### src/rtl/sram_stream_uart_tx.sv
// sram_stream_uart_tx: small byte FIFO feeding an 8N1 UART transmitter, with in_ready back-pressure to the upstream sweep.
module sram_stream_uart_tx #(
    parameter int CLKS_PER_BIT = 104,
    parameter int FIFO_AW      = 2
) (
    input  logic       clk,
    input  logic       rst,
    input  logic [7:0] in_data,
    input  logic       in_valid,
    output logic       in_ready,
    output logic       tx,
    output logic       busy
);
    localparam int CW    = $clog2(CLKS_PER_BIT);
    localparam int DEPTH = 1 << FIFO_AW;
    typedef enum logic [1:0] {IDLE, START, DATA, STOP} state_t;
    state_t             state_q, state_d;
    logic [CW-1:0]      cnt_q, cnt_d;
    logic [2:0]         idx_q, idx_d;
    logic [7:0]         shift_q, shift_d;
    logic               tx_q, tx_d;
    logic [FIFO_AW-1:0] wptr_q, wptr_d, rptr_q, rptr_d;
    logic [FIFO_AW:0]   count_q, count_d;
    logic [7:0]         mem_q [DEPTH];
    logic               push, pop, bit_end, has_data;
    assign has_data = count_q != '0;
    assign in_ready = count_q != (FIFO_AW+1)'(DEPTH);
    assign push     = in_valid & in_ready;
    assign bit_end  = cnt_q == CW'(CLKS_PER_BIT - 1);
    assign tx       = tx_q;
    assign busy     = (state_q != IDLE) | has_data;
    always_comb begin
        state_d = state_q;
        cnt_d   = bit_end ? '0 : cnt_q + 1'b1;
        idx_d   = idx_q;
        shift_d = shift_q;
        tx_d    = tx_q;
        pop     = 1'b0;
        case (state_q)
            IDLE: begin
                cnt_d = '0;
                if (has_data) begin
                    pop     = 1'b1;
                    shift_d = mem_q[rptr_q];
                    tx_d    = 1'b0;
                    state_d = START;
                end
            end
            START: if (bit_end) begin
                state_d = DATA;
                idx_d   = '0;
                tx_d    = shift_q[0];
            end
            DATA: if (bit_end) begin
                if (idx_q == 3'd7) begin
                    state_d = STOP;
                    tx_d    = 1'b1;
                end else begin
                    idx_d   = idx_q + 3'd1;
                    shift_d = {1'b0, shift_q[7:1]};
                    tx_d    = shift_q[1];
                end
            end
            STOP: if (bit_end) begin
                // next queued byte starts immediately so frames stay contiguous
                if (has_data) begin
                    pop     = 1'b1;
                    shift_d = mem_q[rptr_q];
                    tx_d    = 1'b0;
                    state_d = START;
                end else begin
                    state_d = IDLE;
                end
            end
            default: state_d = IDLE;
        endcase
        wptr_d  = wptr_q + FIFO_AW'(push);
        rptr_d  = rptr_q + FIFO_AW'(pop);
        count_d = count_q + (FIFO_AW+1)'(push) - (FIFO_AW+1)'(pop);
    end
    always_ff @(posedge clk or negedge rst) begin
        if (!rst) begin
            state_q <= IDLE;
            cnt_q   <= '0;
            idx_q   <= '0;
            shift_q <= '0;
            tx_q    <= 1'b1;
            wptr_q  <= '0;
            rptr_q  <= '0;
            count_q <= '0;
        end else begin
            state_q <= state_d;
            cnt_q   <= cnt_d;
            idx_q   <= idx_d;
            shift_q <= shift_d;
            tx_q    <= tx_d;
            wptr_q  <= wptr_d;
            rptr_q  <= rptr_d;
            count_q <= count_d;
        end
    end
    always_ff @(posedge clk) begin
        if (push) mem_q[wptr_q] <= in_data;
    end
endmodule

### config.mk
export PLATFORM = sky130hd
export DESIGN_NAME = sram_stream_uart_tx
export DESIGN_NICKNAME = d
export VERILOG_FILES = /design/src/rtl/sram_stream_uart_tx.sv
export SDC_FILE = /design/constraint.sdc
export NUM_CORES = 1
export LEC_CHECK = 0
export CORE_MARGIN = 5
export CORE_UTILIZATION = 50
export CTS_CLUSTER_DIAMETER = 30
export DETAILED_ROUTE_END_ITERATION = 7
export PLACE_DENSITY = 0.68
export SLEW_MARGIN = 10
export SYNTH_ARGS = -nofsm -noshare
export SYNTH_HDL_FRONTEND = slang
export SYNTH_SLANG_ARGS = --single-unit
### constraint.sdc
create_clock -name clk -period 4.8 [get_ports clk]
set_clock_uncertainty 0.2 [all_clocks]
set_input_delay 0.96 -clock clk [delete_from_list [all_inputs] [get_ports clk]]
set_output_delay 0.96 -clock clk [all_outputs]
set_load 0.01 [all_outputs]
==> flow_metrics.tcl <==
set metrics [dict create \
    coreArea_mm2 0.00544 \
    synth_sequential_area_ratio 0.601 \
    setup_violations 0 \
    area.growth.synth_to_final_pct 13.8 \
    final_common_cell "sky130_fd_sc_hd__edfxtp_1" \
    route.antenna.remaining_nets 0 \
    cts_inserted_buffers 9 \
    main_area_contributors_after_synthesis "sky130_fd_sc_hd__edfxtp_1, sky130_fd_sc_hd__dfrtp_1, sky130_fd_sc_hd__mux4_2, sky130_fd_sc_hd__mux2_4, sky130_fd_sc_hd__ha_1" \
    grt_pass1_vias 1609 \
    holdCritStartpoint "cnt_q[0]$_DFF_PN0_" \
    grt_setup_unrepaired "no" \
    tritoncts_num_sinks 60 \
    die_w_um 84.4 \
    endpoint_kind "primary output" \
    place_inst 264 \
    run_status "completed" \
    worstPathRequired_ps 3640 \
    die_height_um 84.4 \
    ctsHoldBuffers 0 \
    multiInputGateArea_mm2 0.00102 \
    mappedNetlistNets 206 \
    report.final.slew_viol_count 0 \
    ff_latch_area_mm2 0.00166 \
    floorplan.rows 27 \
    crit_path_max_incr_delay_ps 490 \
    netlist_instances 185 \
    synth_largest_area_cell "sky130_fd_sc_hd__edfxtp_1" \
    cts_buffer_depth 2 \
    final_critical_path_setup_slack_ps 1800 \
    dominant_combinational_cell_family_by_area_after_synthesis "multiplexers" \
    initialDrtViolationCount 91 \
    max-slew-margin-rel 0.255 \
    finalNetCount 224 \
    post-route-min-period_ps 3000 \
    power.density_cell_area_mw_per_mm2 659 \
    layout.cells.non_filler 280 \
    min-delay-path-class "reg2reg" \
    io_buf_count 13 \
    boundaryPins 14 \
    die-area_mm2 0.00713 \
    avgSynthCellArea_um2 15.0 \
    r2r-start "state_q[0]$_DFFE_PN0P_" \
    worstHoldEndpoint "cnt_q[0]$_DFF_PN0_" \
    synth.ff_latch_count 60 \
    number_of_flops_mapped_to_enable_cells_by_yosys 32 \
    r2r_cells 10 \
    detail_route.drc_violations 0 \
    critical_path.reg2reg.endpoint "count_q[2]$_DFF_PN0_" \
    placed_cell_area_mm2 0.00294 \
    initial_utilization 0.509 \
    ir_worst_vdd_uv 303 \
    post_route_cells_drive_above_1_share 0.197 \
    diodes 0 \
    cts.htree.levels 3 \
    final_worst_path_period_share 0.626 \
    final_hold_slack_ps 280 \
    routabilityCongestion 0.746 \
    largest_net_degree_at_the_start_of_global_routing 29 \
    gr-usage-all-layers 0.139 \
    synth_simple_gate_area_share 0.0940 \
    syn-cell-area_mm2 0.00277 \
    synth-async-reset-ratio 0.467 \
    num_vias 1513 \
    clk_pin_slew_ps 70 \
    fin_area_mm2 0.00315 \
    grt_first_pass_wirelength_um 7710 \
    synth-main-ff-cell "sky130_fd_sc_hd__edfxtp_1" \
    final_hold_viol_count 0 \
    globalRouteOverflowTotal 0 \
    critPathArrivalTime_ps 1840 \
    timing.setup.tns_ps 0 \
    first_pass_iters 4 \
    path_class "reg2out" \
    postRouteWirelength_um 4440 \
    static-leakage-power_nw 1.22 \
    timing.reg2reg.setup_slack_ps 1930 \
    netlist-cell-type-count 38 \
    antenna_found_initial 0 \
    critical_path.startpoint_type "register" \
    share_of_the_synthesized_area_in_compound_gates_ao_oa_aoi_oai 0.0470 \
    crit_path_top_delay_cell "sky130_fd_sc_hd__clkdlybuf4s50_1" \
    cts_setup_buffers 0 \
    netlist.area_leader.share 0.347 \
    max_cap_viol_count 0 \
    fmaxAchievable_ghz 0.333 \
    ys.warnings.count 0 \
    root_buffer "sky130_fd_sc_hd__clkbuf_8" \
    post_place_setup_slack_ps 1700 \
    detail_route.vias_per_cell 5.40 \
    synth-adder-area-share 0.0479 \
    wire_per_inst_um 15.9 \
    holdPathStages 1 \
    detailedPlacementHpwl_um 3160 \
    area_share_of_xor_xnor_cells_in_the_synthesized_design 0.0316 \
    worst_path_maximum_fanout 7 \
    crit_chain "nor3_2, nand2_1, clkdlybuf4s50_1" \
    cts_repair_resize_count 0 \
    n_fill_cell 439 \
    layout.cells.most_common_list "sky130_fd_sc_hd__edfxtp_1, sky130_fd_sc_hd__dfrtp_1, sky130_fd_sc_hd__clkdlybuf4s50_1, sky130_fd_sc_hd__inv_1" \
    cts_tree "done" \
    worstSkewPairLatency_ps 320 \
    yosys-mux-area-fraction 0.146 \
    tightest_slew_ps 1110 \
]
## where the power goes
group / internal (mW) / switching, mW
combinational: 0.423 / 0.340
clock: 0.287 / 0.185
sequential: 0.711 / 0.129
## worst max-delay path, delay by kind of cell (launching register included)
kind          cells  cell delay (ps)
simple gates      2              580
buf+inv           1              490
flops             1              450
## logic make-up (layout without fill, tap and decap cells)
group / after synthesis / after routing
flops: 60 / 60
mux: 25 / 25
simple gates: 46 / 46
compound gates: 17 / 17
xor+xnor: 10 / 10
buf+inv: 17 / 40
fa+ha+maj: 10 / 10
## how the worst max path moves through the flow
stage                                       from                     to  slack (ps)
after floorplan           state_q[0]$_DFFE_PN0P_   count_q[2]$_DFF_PN0_        2270
after global placement                  in_valid  mem_q[1][5]$_DFFE_PP_        1760
after detailed placement                in_valid  mem_q[1][6]$_DFFE_PP_        1700
after CTS                   count_q[1]$_DFF_PN0_                   busy        1750
after global routing      state_q[0]$_DFFE_PN0P_                   busy        1650
final                       count_q[1]$_DFF_PN0_                   busy        1800
## area by class of cell
type / instances / area share
flip-flops and latches: 60 / 0.528
multi-input cells: 108 / 0.322
repair buffers: 14 / 0.0437
clock buffers: 10 / 0.0405
well taps: 72 / 0.0286
clock inverters: 6 / 0.0250
inverters: 10 / 0.0119
## cells in the mapped netlist, types with 3 or more instances
cell type	instances
sky130_fd_sc_hd__a21oi_1	3
sky130_fd_sc_hd__edfxtp_1	32
sky130_fd_sc_hd__dfrtp_1	27
sky130_fd_sc_hd__xor2_1	5
sky130_fd_sc_hd__mux2_4	8
sky130_fd_sc_hd__nand3_1	5
sky130_fd_sc_hd__o211ai_1	4
sky130_fd_sc_hd__ha_1	9
sky130_fd_sc_hd__and3_1	3
sky130_fd_sc_hd__xnor2_1	5
sky130_fd_sc_hd__nand2_1	6
sky130_fd_sc_hd__nor2_1	7
sky130_fd_sc_hd__o21ai_0	4
sky130_fd_sc_hd__nor3b_1	4
sky130_fd_sc_hd__mux2_2	9
sky130_fd_sc_hd__buf_6	3
sky130_fd_sc_hd__mux4_2	7
sky130_fd_sc_hd__nor2b_1	4
sky130_fd_sc_hd__clkbuf_1	3
sky130_fd_sc_hd__inv_1	10
sky130_fd_sc_hd__nor3_1	6
## per-stage QoR
| stage | total power [mW] | utilization |
|---|---|---|
| finish | 2.08 | 0.579 |
| global placement | 1.56 | 0.541 |
| global route | 2.22 | 0.579 |
| floorplan | 1.47 | - |
| detailed placement | 1.62 | 0.541 |
| CTS | 2.11 | 0.579 |
## routing by layer
layer / vias to the layer above / global-route usage / wire length [um]
li1: 722 / - / -
met1: 757 / 0.178 / 2020
met2: 25 / 0.220 / 2180
met3: 9 / 0.0324 / 155
met4: 0 / 0.0734 / 89
met5: - / 0 / 0
## flip-flops by register name, indices dropped and copies added (netlist names)
register  cells
rptr_q        2
cnt_q         7
wptr_q        2
tx            1
mem_q        32
count_q       3
idx_q         3
state_q       2
shift_q       8
Note: power is estimated with default switching activity, not from simulation.
